--- config.mk ---
export PLATFORM = sky130hd
export DESIGN_NAME = pingpong_buffer_scheduler
export DESIGN_NICKNAME = d
export VERILOG_FILES = /design/src/rtl/pingpong_buffer_scheduler.sv
export SDC_FILE = /design/constraint.sdc
export NUM_CORES = 1
export LEC_CHECK = 0
export BUFFER_PORTS_ARGS = -buffer_cell sky130_fd_sc_hd__buf_2
export CORE_ASPECT_RATIO = 1.2
export CORE_UTILIZATION = 50
export CTS_CLUSTER_SIZE = 20
export DETAILED_ROUTE_END_ITERATION = 12
export PLACE_DENSITY = 0.72
export SYNTH_ARGS = -nofsm -noshare
export SYNTH_HDL_FRONTEND = slang
export SYNTH_SLANG_ARGS = --single-unit
--- constraint.sdc ---
create_clock -name clk -period 3.7 [get_ports clk]
set_clock_uncertainty 0.15 [all_clocks]
set_input_delay 0.74 -clock clk [delete_from_list [all_inputs] [get_ports clk]]
set_output_delay 0.74 -clock clk [all_outputs]
set_load 0.02 [all_outputs]
--- src/rtl/pingpong_buffer_scheduler.sv ---
// pingpong_buffer_scheduler: A/B bank fill/drain sequencer with address generation; define PINGPONG_STALL_CNT_EN for stall counters
module pingpong_buffer_scheduler #(
  parameter int DATA_WIDTH = 8,
  parameter int ADDR_WIDTH = 10
) (
  input  logic                  clk,
  input  logic                  rst,
  input  logic [ADDR_WIDTH-1:0] cfg_last,
  input  logic                  in_valid,
  input  logic [DATA_WIDTH-1:0] in_data,
  output logic                  in_ready,
  input  logic                  drain_go,
  output logic                  mem_wr_en,
  output logic                  mem_wr_bank,
  output logic [ADDR_WIDTH-1:0] mem_wr_addr,
  output logic [DATA_WIDTH-1:0] mem_wr_data,
  output logic                  mem_rd_en,
  output logic                  mem_rd_bank,
  output logic [ADDR_WIDTH-1:0] mem_rd_addr,
  output logic                  out_valid,
  output logic                  out_last,
  output logic [1:0]            bank_full
`ifdef PINGPONG_STALL_CNT_EN
  ,
  output logic [31:0]           stall_in_cnt,
  output logic [31:0]           stall_drain_cnt
`endif
);
  typedef enum logic [1:0] {EMPTY, FILLING, FULL, DRAINING} bank_e;
  typedef enum logic {D_IDLE, D_RUN} drain_e;
  bank_e                 bank_q [2];
  bank_e                 bank_d [2];
  logic [ADDR_WIDTH-1:0] last_q [2];
  logic [ADDR_WIDTH-1:0] last_d [2];
  drain_e                d_state_q, d_state_d;
  logic                  fill_ptr_q, fill_ptr_d;
  logic                  drain_ptr_q, drain_ptr_d;
  logic [ADDR_WIDTH-1:0] wr_cnt_q, wr_cnt_d;
  logic                  wr_en_q, wr_en_d;
  logic                  wr_bank_q, wr_bank_d;
  logic [ADDR_WIDTH-1:0] wr_addr_q, wr_addr_d;
  logic [DATA_WIDTH-1:0] wr_data_q, wr_data_d;
  logic [ADDR_WIDTH-1:0] rd_addr_q, rd_addr_d;
  logic                  out_valid_q, out_valid_d;
  logic                  out_last_q, out_last_d;
  logic                  rd_final, start;

  assign in_ready    = bank_q[fill_ptr_q] == EMPTY || bank_q[fill_ptr_q] == FILLING;
  assign bank_full   = {bank_q[1] == FULL, bank_q[0] == FULL};
  assign mem_wr_en   = wr_en_q;
  assign mem_wr_bank = wr_bank_q;
  assign mem_wr_addr = wr_addr_q;
  assign mem_wr_data = wr_data_q;
  assign mem_rd_en   = d_state_q == D_RUN;
  assign mem_rd_bank = drain_ptr_q;
  assign mem_rd_addr = rd_addr_q;
  assign out_valid   = out_valid_q;
  assign out_last    = out_last_q;

  // Next state: drain sequencing (with back-to-back chaining) and fill handshakes on the opposite bank
  always_comb begin
    bank_d      = bank_q;
    last_d      = last_q;
    fill_ptr_d  = fill_ptr_q;
    wr_cnt_d    = wr_cnt_q;
    wr_en_d     = 1'b0;
    wr_bank_d   = wr_bank_q;
    wr_addr_d   = wr_addr_q;
    wr_data_d   = wr_data_q;
    rd_final    = d_state_q == D_RUN && rd_addr_q == last_q[drain_ptr_q];
    drain_ptr_d = rd_final ? ~drain_ptr_q : drain_ptr_q;
    start       = drain_go && bank_q[drain_ptr_d] == FULL && (d_state_q == D_IDLE || rd_final);
    if (rd_final) bank_d[drain_ptr_q] = EMPTY;
    if (start) bank_d[drain_ptr_d] = DRAINING;
    d_state_d   = (start || (d_state_q == D_RUN && !rd_final)) ? D_RUN : D_IDLE;
    rd_addr_d   = start ? '0 : (d_state_q == D_RUN && !rd_final) ? rd_addr_q + ADDR_WIDTH'(1) : rd_addr_q;
    out_valid_d = d_state_q == D_RUN;
    out_last_d  = rd_final;
    if (in_valid && in_ready) begin
      wr_en_d   = 1'b1;
      wr_bank_d = fill_ptr_q;
      wr_addr_d = wr_cnt_q;
      wr_data_d = in_data;
      if (bank_q[fill_ptr_q] == EMPTY) last_d[fill_ptr_q] = cfg_last;
      if (wr_cnt_q == last_d[fill_ptr_q]) begin
        bank_d[fill_ptr_q] = FULL;
        fill_ptr_d         = ~fill_ptr_q;
        wr_cnt_d           = '0;
      end else begin
        bank_d[fill_ptr_q] = FILLING;
        wr_cnt_d           = wr_cnt_q + ADDR_WIDTH'(1);
      end
    end
  end

  // State and registered outputs; reset drops any in-flight tile
  always_ff @(posedge clk) begin
    if (rst) begin
      bank_q      <= '{EMPTY, EMPTY};
      last_q      <= '{'0, '0};
      d_state_q   <= D_IDLE;
      fill_ptr_q  <= 1'b0;
      drain_ptr_q <= 1'b0;
      wr_cnt_q    <= '0;
      wr_en_q     <= 1'b0;
      wr_bank_q   <= 1'b0;
      wr_addr_q   <= '0;
      wr_data_q   <= '0;
      rd_addr_q   <= '0;
      out_valid_q <= 1'b0;
      out_last_q  <= 1'b0;
    end else begin
      bank_q      <= bank_d;
      last_q      <= last_d;
      d_state_q   <= d_state_d;
      fill_ptr_q  <= fill_ptr_d;
      drain_ptr_q <= drain_ptr_d;
      wr_cnt_q    <= wr_cnt_d;
      wr_en_q     <= wr_en_d;
      wr_bank_q   <= wr_bank_d;
      wr_addr_q   <= wr_addr_d;
      wr_data_q   <= wr_data_d;
      rd_addr_q   <= rd_addr_d;
      out_valid_q <= out_valid_d;
      out_last_q  <= out_last_d;
    end
  end

`ifdef PINGPONG_STALL_CNT_EN
  logic [31:0] stall_in_q, stall_drain_q;
  assign stall_in_cnt    = stall_in_q;
  assign stall_drain_cnt = stall_drain_q;

  // Saturating counts of producer stalls and drain requests with no full bank ready
  always_ff @(posedge clk) begin
    if (rst) begin
      stall_in_q    <= '0;
      stall_drain_q <= '0;
    end else begin
      if (in_valid && !in_ready && ~&stall_in_q) stall_in_q <= stall_in_q + 32'd1;
      if (d_state_q == D_IDLE && drain_go && bank_q[drain_ptr_q] != FULL && ~&stall_drain_q)
        stall_drain_q <= stall_drain_q + 32'd1;
    end
  end
`endif
endmodule
* Word-level counts from Yosys, hierarchy flattened *
Index checks and enable logic that the tools add are counted.

storage, ports and cells
  flip-flop bits (word level) = 69
  input port bits = 22
  output and inout port bits = 37

operators by class
  $add $sub $neg = 2
  $lt $le $gt $ge = 6
  equality and inequality tests = 6
  muxes and demuxes = 31
  bitwise gates (word level) = 15
  reductions and logical operators = 15

operators with widths
  kind                                                                  count
  10-bit 2-to-1 mux                                                     8
  20-bit 2-to-1 mux                                                     2
  10-bit by 1-bit adder with 10-bit output, second input constant       2
  20-bit bitwise mux                                                    1
  10-bit == test                                                        2
  2-bit 2-to-1 mux                                                      9
  4-bit 2-to-1 mux                                                      4
  10-bit demux with 1-bit select                                        1
  1-bit logical AND                                                     8
  2-bit demux with 1-bit select                                         3
  2-bit == test, second input constant                                  3
  2-bit >= comparator, second input constant                            3
  2-bit by 1-bit < comparator with 1-bit output, second input constant  3
  1-bit inverter with 2-bit output                                      3
  2-bit AND                                                             2
  4-bit AND                                                             1
  2-bit inverter                                                        2
  4-bit inverter                                                        1
  2-bit bitwise OR                                                      2
  4-bit bitwise OR                                                      1
  1-bit logical OR                                                      3
  1-bit 2-to-1 mux                                                      3
  1-bit inverter                                                        3
  2-bit by 1-bit == test with 1-bit output, second input constant       1
  other kinds (4)                                                       4

* Depth between registers and ports, before layout *
  word-level depth = 18
  mapped depth = 9

* Worst setup path before layout *
OpenSTA, ideal clock, no wires.

  kind = reg-to-reg
  start point = register drain_ptr_q, in the netlist mem_rd_bank
  end point = register rd_addr_q[0], in the netlist mem_rd_addr[0]
  data arrival time = 2,549 ps
  required time = 3,413 ps
  slack = 864 ps
  stages on the path, launching flop included = 10
  path buffers = 2
  period minus slack after synthesis = 2,836 ps
  cells stage by stage = dfxtp_1 clkbuf_1 buf_2 mux2i_1 xnor2_1 nor4_1 nand3_1 o21a_1 o21ai_1 nor2_1

on the way
  cells in the longest elaborated chain, start to end = 15

ends and longest elaborated chain
  what                                                    RTL line  RTL
  from (decl)                                             37        logic drain_ptr_q, drain_ptr_d;
  from (signal assigned)                                  117       drain_ptr_q <= drain_ptr_d;
  1-bit inverter with 2-bit output (not written as such)  70        rd_final = d_state_q == D_RUN && rd_addr_q == last_q[drain_ptr_q];
  10-bit 2-to-1 mux (not written as such) (3 in a row)    70
  10-bit == test                                          70
  1-bit logical AND                                       70
  1-bit 2-to-1 mux                                        71        drain_ptr_d = rd_final ? ~drain_ptr_q : drain_ptr_q;
  1-bit inverter with 2-bit output (not written as such)  72        start = drain_go && bank_q[drain_ptr_d] == FULL && (d_state_q == D_IDLE || rd_final);
  2-bit 2-to-1 mux (not written as such) (3 in a row)     72
  2-bit == test                                           72
  1-bit logical AND (2 in a row)                          72
  2-bit OR reduction (no source line)                     --
  to (signal assigned)                                    123       rd_addr_q <= rd_addr_d;
  to (decl)                                               43        logic [ADDR_WIDTH-1:0] rd_addr_q, rd_addr_d;

Parallel ways exist; a longest one is shown, timed or not. The select of a mux whose other input is x is not followed.
A chain may end at the register's enable or synchronous reset.

* Worst setup path after layout *
  start point = register bank_q[2] in the netlist's numbering
  end point = register wr_cnt_q[6]

on the way
  cells in the longest elaborated chain, start to end = 11

ends and longest elaborated chain
  what                                                   RTL line  RTL
  from (decl)                                            31        bank_e bank_q [2];
  from (signal assigned)                                 99        bank_q <= '{EMPTY, EMPTY};
  from (signal assigned)                                 113       bank_q <= bank_d;
  2-bit 2-to-1 mux (not written as such) * (3 in a row)  48, 84
  2-bit zero test                                        48, 84
  20-bit 2-to-1 mux                                      84        if (bank_q[fill_ptr_q] == EMPTY) last_d[fill_ptr_q] = cfg_last;
  20-bit 2-to-1 mux                                      79        if (in_valid && in_ready) begin
  10-bit 2-to-1 mux (not written as such) (3 in a row)   85        if (wr_cnt_q == last_d[fill_ptr_q]) begin
  10-bit == test                                         85
  10-bit 2-to-1 mux                                      85
  to (signal assigned)                                   118       wr_cnt_q <= wr_cnt_d;
  to (decl)                                              38        logic [ADDR_WIDTH-1:0] wr_cnt_q, wr_cnt_d;

Every way passes the cells marked *; elsewhere a longest branch is shown, timed or not. The select of a mux whose other input is x is not followed.

==> metrics.txt <==
drc violations=0; vias per inst=roughly 5.5; final hold vios=0; crit path DAT=3.05 ns; Clk pin slew, worst setup/hold paths=0.09 ns; Lkg Pwr=between 1.5 and 2 nW; Mapped Cells=414; Worst Hold End=mem_wr_addr[0]; final wirelength=8030 um; crit path max fanout=10; Initial Util=52.3%; Seq/Total Area, Yosys=around 41%; Worst setup EP type=flop; CTS tree=built; CP startpoint kind=flop; cts repair resizes=0; Synth warnings=0; IO Count=59; min cycle time layout=2.98 ns; syn_nets=between 400 and 500; GP Congestion=around 0.81; max-slew violations=0; outcome=finished clean; WHS Path Cells=2; total power=around 0.0015 W; Setup TNS=0 ns; final hold slack=around 0.3 ns; die width=between 70 and 80 um; Final ANT Viol Nets=0; Worst Max-Slew Pin Slew=around 0.84 ns; Post-layout nets=a little under 500; Tot GR Track Use=around a quarter; clk sink count=between 60 and 70; Register Area=approximately 0.0014 sq mm; area taken by multi-input logic gates=about 0.0019 sq mm; CTS max path bufs=2; Post-DP HPWL=slightly below 6000 um; Post-synth ARST share=0%; Syn Std Cell Area=0.00339 sq mm; core area=0.00649 sq mm; # hold bufs at CTS=0; initial antenna violation count=0; WL/cell=between 10 and 15 um; # diodes=0; H-tree level count=3; total grt overflow=0; required time of the critical path=~3.8 ns; worst-skew pair later-pin latency=about 0.35 ns; Setup violations, final=0; FF-to-FF path depth=7; Reg-to-Reg Start=bank_q[2]; hold_sp=mem_wr_addr[0]; EDFF count, synth=0; worst hold path type=flop to flop; max_slew headroom=43.9%; Max Cap Viol=0; Avg Synthesized Cell Area=approximately 8.2 sq um; Max VDD drop=approximately 0.26 mV; die area=0.00712 sq mm; initial drt markers=around 230; Port Buffers=between 50 and 60; via count=roughly 3000; DR pass1 iterations=6; vias in the first global route=around 2800; RSZ-0062 raised after global routing=no; Yosys cell types=47; Num CTS Buffers=9; first-pass GRT wire length=roughly 13000 um; CTS root buf=clkbuf_8; die height=92.2 um; dominant synthesized flop cell=dfxtp_1; R2R Path End=wr_cnt_q[6]; Max Freq=0.336 GHz; postcts setup bufs=0; Cell Rows=32; Yosys reg bits=between 60 and 70; largest net degree at the start of global routing=36; P&R area growth vs syn=15.1%; PwrDens=392 mW/mm^2; FILL cells=approximately 620; layout cells sized above 1=19.4%; Worst R2R Setup Slack=between 0.7 and 0.8 ns; CP Class=flop to flop; fin crit share=between 80% and 90%
## worst max-delay path by stage
stage	slack [ns]	cells after the start	startpoint	endpoint
detailed placement	0.69	7	cfg_last[2]	wr_cnt_q[6]
global placement	0.73	7	cfg_last[2]	wr_cnt_q[9]
floorplan	0.86	9	mem_rd_bank	mem_rd_addr[0]
global route	0.53	7	mem_rd_bank	bank_q[1]
finish	0.72	7	bank_q[2]	wr_cnt_q[6]
CTS	0.72	7	bank_q[2]	wr_cnt_q[6]
## registers in the layout, indices dropped and copies added (netlist names)
signal,cells
mem_wr_addr,10
mem_wr_bank,1
fill_ptr_q,1
mem_wr_en,1
mem_rd_bank,1
out_last,1
bank_q,4
mem_rd_en,1
mem_rd_addr,10
wr_cnt_q,10
mem_wr_data,8
out_valid,1
last_q,20
## kinds of logic (layout without fill, tap and decap cells)
group,Yosys count,count (layout),share of synthesized area [%]
AND/OR/NAND/NOR,165,165,22.1
adder cells (fa/ha/maj),2,2,0.738
multiplexers,28,28,8.34
flip-flops,69,69,40.7
buffers and inverters,29,84,3.76
XOR/XNOR,33,33,8.52
AO/OA/AOI/OAI,88,88,15.8
## cell usage in the layout, fill, tap and decap left out, types with 2 or more instances in the layout
cell,n
a211oi_1,9
a21o_1,2
a21oi_1,50
a222oi_1,2
a31oi_1,3
and2_1,3
and3_1,8
buf_2,58
buf_4,5
clkbuf_8,9
clkinv_4,2
dfxtp_1,69
ha_1,2
inv_1,5
inv_6,3
mux2_2,2
mux2i_1,26
nand2_1,92
nand3_1,6
nand4_1,10
nor2_1,26
nor2b_1,3
nor4_1,3
o211a_1,2
o21a_1,3
o21ai_0,7
o21ai_1,2
or2_2,3
or4_1,2
xnor2_1,17
xor2_1,16
## power by group
| group | switching [W] | internal, W | total, W |
|---|---|---|---|
| combinational | 0.000103 | 0.0000643 | 0.000167 |
| clock | 0.000331 | 0.000257 | 0.000588 |
| sequential | 0.0000173 | 0.000759 | 0.000777 |
| total | 0.000451 | 0.00108 | 0.00153 |
## cells in the mapped netlist (7+ instances only)
library cell / n / area share, %
and3_1: 8 / 1.5
mux2i_1: 26 / 7.7
nand2_1: 92 / 10
nor2_1: 26 / 2.9
nand4_1: 10 / 1.8
dfxtp_1: 69 / 41
xor2_1: 16 / 4.1
clkbuf_1: 16 / 1.8
xnor2_1: 17 / 4.4
a211oi_1: 9 / 2.0
a21oi_1: 50 / 7.4
o21ai_0: 7 / 1.0
## per-layer routing
layer  up-vias  share of wire, %  track usage (%)
met4         0               1.3             9.91
met3        12               4.0             5.37
met2        60                52             41.6
li1       1522                 -                -
met5         -                 0                0
met1      1433                43             27.6
## worst max-delay path: stages (launching register included)
cell and delay, ns:
dfxtp_1 0.57, o21ba_4 0.24, a22oi_2 0.08, and3_1 0.17, or4_1 0.53, or4_1 0.67
nor2_2 0.30, a211oi_1 0.12
## layout make-up
type                            count  area share [%]
Clock inverter                      7            1.60
Clock buffer                        9            3.17
Sequential cell                    69            35.4
Timing Repair Buffer               63            8.40
Multi-Input combinational cell    316            48.2
Inverter                            5           0.481
Tap cell                           85            2.73
## per-stage QoR
step / util, % / instances / setup slack, ns / area [sq um]
global placement: 57.3 / 538 / 0.727 / 3720
finish: 60.2 / 554 / 0.723 / 3900
global route: 60.2 / 554 / 0.525 / 3900
floorplan: - / 414 / 0.864 / 3390
CTS: 60.2 / 554 / 0.720 / 3900
detailed placement: 57.3 / 538 / 0.685 / 3720
No activity file was read; power rests on OpenSTA's default activity.
